**src/rtl/dmem_responder_pkg.sv**
```systemverilog
// Shared types for the data-memory responder: FSM state encoding and a
// saturating-increment helper used by the optional performance counters.
package rv32i_types;

    typedef enum logic [1:0] {
        IDLE = 2'b00,
        BUSY = 2'b01,
        DONE = 2'b10
    } dmem_state_t;

    function automatic logic [31:0] sat_inc32(input logic [31:0] value);
        return (value == 32'hFFFF_FFFF) ? value : value + 32'd1;
    endfunction

endpackage

```
**src/rtl/dmem_perf_ctr.sv**
```systemverilog
// Saturating access/stall counters for dmem_responder (built only when
// DMEM_PERF_CTR_EN is defined).
module dmem_perf_ctr
    import rv32i_types::*;
(
    input  logic        clk,
    input  logic        rst_n,
    input  logic        i_busy,
    input  logic        i_read_done,
    input  logic        i_write_done,
    output logic [31:0] o_read_count,
    output logic [31:0] o_write_count,
    output logic [31:0] o_stall_cycles
);

    logic [31:0] r_read_count;
    logic [31:0] r_write_count;
    logic [31:0] r_stall_cycles;

    always_ff @(posedge clk or negedge rst_n) begin
        if (!rst_n) begin
            r_read_count   <= '0;
            r_write_count  <= '0;
            r_stall_cycles <= '0;
        end else begin
            if (i_read_done) begin
                r_read_count <= sat_inc32(r_read_count);
            end
            if (i_write_done) begin
                r_write_count <= sat_inc32(r_write_count);
            end
            if (i_busy) begin
                r_stall_cycles <= sat_inc32(r_stall_cycles);
            end
        end
    end

    assign o_read_count   = r_read_count;
    assign o_write_count  = r_write_count;
    assign o_stall_cycles = r_stall_cycles;

endmodule

```
**src/rtl/dmem_responder.sv**
```systemverilog
// Bridges single-cycle pipeline load/store requests to a handshaked backing
// memory. Optional counters are enabled with the DMEM_PERF_CTR_EN macro.
module dmem_responder
    import rv32i_types::*;
#(
    parameter int width = 32
) (
    input  logic             clk,
    input  logic             rst_n,
    input  logic             dmem_read_i,
    input  logic             dmem_write_i,
    input  logic [width-1:0] dmem_address_i,
    input  logic [width-1:0] dmem_wdata_i,
    input  logic [3:0]       dmem_byte_en_i,
    output logic [width-1:0] dmem_rdata_o,
    output logic             dmem_resp_o,
    output logic             pmem_read_o,
    output logic             pmem_write_o,
    output logic [width-1:0] pmem_address_o,
    output logic [width-1:0] pmem_wdata_o,
    output logic [3:0]       pmem_byte_en_o,
    input  logic [width-1:0] pmem_rdata_i,
    input  logic             pmem_resp_i
`ifdef DMEM_PERF_CTR_EN
    ,
    output logic [31:0]      read_count_o,
    output logic [31:0]      write_count_o,
    output logic [31:0]      stall_cycles_o
`endif
);

    localparam logic [width-1:0] ALIGN_MASK = {{(width-2){1'b1}}, 2'b00};

    dmem_state_t      r_state;
    dmem_state_t      w_next_state;
    logic             w_accept;
    logic             w_busy;
    logic             w_done;
    logic [width-1:0] r_addr;
    logic [width-1:0] r_wdata;
    logic [3:0]       r_byte_en;
    logic             r_is_write;
    logic [width-1:0] r_rdata;

    always_ff @(posedge clk or negedge rst_n) begin
        if (!rst_n) begin
            r_state <= IDLE;
        end else begin
            r_state <= w_next_state;
        end
    end

    // A store with no enabled lanes has nothing to send, so it completes
    // without ever touching the backing memory.
    always_comb begin
        w_next_state = r_state;
        w_accept     = 1'b0;
        case (r_state)
            IDLE: begin
                if (dmem_read_i || dmem_write_i) begin
                    w_accept = 1'b1;
                    if (dmem_write_i && (dmem_byte_en_i == 4'b0000)) begin
                        w_next_state = DONE;
                    end else begin
                        w_next_state = BUSY;
                    end
                end
            end
            BUSY: begin
                if (pmem_resp_i) begin
                    w_next_state = DONE;
                end
            end
            DONE: begin
                w_next_state = IDLE;
            end
            default: begin
                w_next_state = IDLE;
            end
        endcase
    end

    always_ff @(posedge clk or negedge rst_n) begin
        if (!rst_n) begin
            r_addr     <= '0;
            r_wdata    <= '0;
            r_byte_en  <= '0;
            r_is_write <= 1'b0;
            r_rdata    <= '0;
        end else begin
            if (w_accept) begin
                r_addr     <= dmem_address_i;
                r_wdata    <= dmem_wdata_i;
                r_byte_en  <= dmem_byte_en_i;
                r_is_write <= dmem_write_i;
            end
            if (w_busy && pmem_resp_i && !r_is_write) begin
                r_rdata <= pmem_rdata_i;
            end
        end
    end

    assign w_busy = (r_state == BUSY);
    assign w_done = (r_state == DONE);

    // Gating on BUSY keeps the memory side quiet in IDLE/DONE and during reset.
    assign pmem_read_o    = w_busy && !r_is_write;
    assign pmem_write_o   = w_busy && r_is_write;
    assign pmem_address_o = w_busy ? (r_addr & ALIGN_MASK) : '0;
    assign pmem_wdata_o   = w_busy ? r_wdata : '0;
    assign pmem_byte_en_o = w_busy ? r_byte_en : 4'b0000;
    assign dmem_resp_o    = w_done;
    assign dmem_rdata_o   = r_rdata;

`ifdef DMEM_PERF_CTR_EN
    dmem_perf_ctr u_perf_ctr (
        .clk            (clk),
        .rst_n          (rst_n),
        .i_busy         (w_busy),
        .i_read_done    (w_done && !r_is_write),
        .i_write_done   (w_done && r_is_write),
        .o_read_count   (read_count_o),
        .o_write_count  (write_count_o),
        .o_stall_cycles (stall_cycles_o)
    );
`endif

endmodule
```
**config.mk**
```make
export PLATFORM = sky130hd
export DESIGN_NAME = dmem_responder
export DESIGN_NICKNAME = d
export VERILOG_FILES = /design/src/rtl/dmem_responder_pkg.sv /design/src/rtl/dmem_perf_ctr.sv /design/src/rtl/dmem_responder.sv
export SDC_FILE = /design/constraint.sdc
export NUM_CORES = 1
export LEC_CHECK = 0
export BUFFER_PORTS_ARGS = -buffer_cell sky130_fd_sc_hd__buf_2
export CAP_MARGIN = 20
export CORE_UTILIZATION = 35
export CTS_BUF_LIST = sky130_fd_sc_hd__clkbuf_8
export DETAILED_ROUTE_END_ITERATION = 8
export PLACE_DENSITY = 0.63
export SLEW_MARGIN = 30
export SYNTH_ARGS = -nofsm -noshare
export SYNTH_HDL_FRONTEND = slang
export SYNTH_SLANG_ARGS = --single-unit
```
**constraint.sdc**
```tcl
create_clock -name clk -period 1.49 [get_ports clk]
set_input_delay 0.0745 -clock clk [delete_from_list [all_inputs] [get_ports clk]]
set_output_delay 0.0745 -clock clk [all_outputs]
set_load 0.05 [all_outputs]
```
==> impl_metrics.ini <==
[floorplan]
die_h_um = 113
initial_utilization_pct = 36.0
dieArea_sq_mm = 0.0128
fp-row-count = 40
io_pins = 208
core-area_sq_mm = 0.0120
fp.dieW_um = 113

[synth]
yosys_warnings = 0
syn-instance-count = 300
syn-cell-area_sq_mm = 0.00433
synth_cell_types = 21
async_reset_ff_share_pct = 100
synth_edf_count = 0
ys_seq_area_share_pct = 58.4
ys_ff_latch = 101
synth_ff_type = dfrtp_1
syn_area_per_cell_sq_um = 14.4

[layout]
seq_area_sq_mm = 0.00253
nets = 736
final_common_cell = buf_2
final_cells = 783
multiInputGateArea_sq_mm = 0.00186
diodes = 0
area_growth_pct = 82.8
layout-drive-gt1-share_pct = 59.9
final_cell_area_sq_mm = 0.00791
fill_cells = 839
final_cell_mix = buf_2 (134), dlygate4sd3_1 (102), dfrtp_1 (101), buf_6 (62), mux2_2 (55)

[clocking]
root_buffer = clkbuf_8
clk_path_buf_depth = 2
clk_latency_ns = 0.37
tritoncts = done
cts_num_sinks = 101
numCtsBuffers = 9
cts_max_level = 3
clk_pin_slew_ns = 0.09

[detailed_routing]
antenna_left = 0
initialDrtViolationCount = 127
drt-total-wl_um = 13300
via_per_inst = 4.65
dr.pass1.iters = 4
avgRoutedWirePerCell_um = 16.9
drc = 0
vias = 3644

[timing]
rsz0062_at_grt = true
fin_worst_skew_ns = 0.00975
setup-tns-final_ns = -15.54
fmax_mhz = 597
finalCritPeriodShare_pct = 112
fin_ws_ns = -0.186
tightest_slew_ns = 0.553
relSlewSlack_pct = 63.2
finalMaxSlewViolations = 0
period_minus_slack_ns = 1.68
hold_violations = 0
setup_viol = 157

[critical_path]
required_ns = 1.42
arrival_ns = 1.60
cp-end-kind = output port
crit_chain = and2b_2 -> buf_12 -> and2_1 -> buf_6
slowest_delay_ns = 0.40
crit_start = r_state[1]$_DFFE_PN0P_
cp-start-kind = flip-flop
cp_max_fo = 38
critPathSlowestCell = dfrtp_1
timing.rr.start = r_state[0]$_DFFE_PN0P_
worstSetupPathType = flip-flop to output port

[power_and_ir_drop]
power.switching_uw = 9140
power_density_mw_per_mm2 = 2540
p_int_uw = 10900
combPwrFrac_pct = 66.6
seq_power_share_pct = 24.4
p_sw_share_pct = 45.5
clkPwrFrac_pct = 9.0
p_leak_uw = 0.00375
ir_drop_mv = 1.21
p_total_uw = 20100

[worst_hold_path]
hp-class = input port to asynchronous set/reset pin

[flow_run]
max-cap-violations = 0

[grt]
antenna_found_initial = 0
grt_overflow = 0
gr-usage-all-layers_pct = 21.4
grt_max_degree = 102
grt_pass1_wl_um = 20700
first_global_vias = 4011

[place]
place_inst = 641
gp_congestion = 0.740
place_hpwl_um = 6520
port_buffers = 203
dpl_cell_area_sq_mm = 0.00554

[run_status]
status = finished, violations left
violations = negative setup slack
cell families (layout without fill, tap and decap cells):
group                  count (synthesis)  in the layout  share of synthesized area (%)
flip-flops                           101            101                           58.4
multiplexers                          98             98                           25.5
AND/OR/NAND/NOR                       76             76                           11.3
buffers and inverters                 19            354                           3.85
AO/OA/AOI/OAI                          5              5                          0.839
other                                  1              2                         0.0867
metal layers:
layer / track usage (%) / routed length [um]
met4: 11.1 / 423
met2: 39.6 / 7310
met3: 4.55 / 573
met5: 0 / 0
met1: 22.8 / 4970
state kept, by name, summed over array words and instances, names as in the netlist:
register      count
r_addr           30
r_byte_en         4
r_wdata          32
r_state           2
r_is_write        1
dmem_rdata_o     32
cells in the mapped netlist, drive strengths merged, types with 2 or more instances:
library cell,instances,area share (%)
nor2,2,0.17
a22o,2,0.40
and2,67,9.7
clkbuf,7,0.61
buf,12,3.2
nand2b,2,0.46
dfrtp,101,58
mux2,98,26
timing repair:
action / in CTS / in global routing
buffers inserted: 14 / 3
resized for setup: 200 / 27
pin swaps: 2 / 2
hold buffers: 102 / 0
hold endpoints to repair: 202 / 0
endpoints found under the setup margin: 164 / 164
gates cloned: 10 / 0
path summary, 6_finish.rpt:
| path | endpoint | slack [ns] | cells past startpoint |
|---|---|---|---|
| max | pmem_address_o[26] | -0.19 | 4 |
| min | r_byte_en[3]$_DFFE_PN0P_ | 0.29 | 3 |
| max reg2reg | r_addr[21]$_DFFE_PN0P_ | -0.13 | 7 |
| min reg2reg | r_wdata[1]$_DFFE_PN0P_ | 0.50 | 1 |
| max in group asynchronous | r_wdata[9]$_DFFE_PN0P_ | 0.74 | 3 |
| min in group clk | r_addr[8]$_DFFE_PN0P_ | 0.46 | 3 |
area by class of cell:
cell class              count  area share (%)
well taps                 147            2.33
multi-input cells         181            23.5
clock buffers              11            1.91
repair buffers            338            39.5
flip-flops and latches    101            32.0
clock inverters             5           0.744
worst max-delay path, delay by kind of cell, from the launching register on:
family | cells | cell delay (ns)
AND/OR/NAND/NOR | 2 | 0.47
buffers and inverters | 2 | 0.35
flip-flops | 1 | 0.40
power by group through the flow:
stage | clock network [uW] | registers, uW | logic (uW)
finish | 1810 | 4890 | 13400
global route | 2040 | 5050 | 13900
CTS | 1900 | 4790 | 13000
detailed placement | 0 | 4830 | 9810
global placement | 0 | 4740 | 9710
floorplan | 0 | 6250 | 6270
stage by stage:
stage	setup WS [ns]	hold WS [ns]	utilization (%)
2_1_floorplan	0.00375	-0.221	-
3_3_place_gp	-0.00995	0.180	46.1
3_5_place_dp	-0.0445	0.190	46.1
4_1_cts	-0.197	0.310	65.1
5_1_grt	-0.287	0.357	65.8
6_report	-0.186	0.294	65.8
No activity file was read; power rests on OpenSTA's default activity.
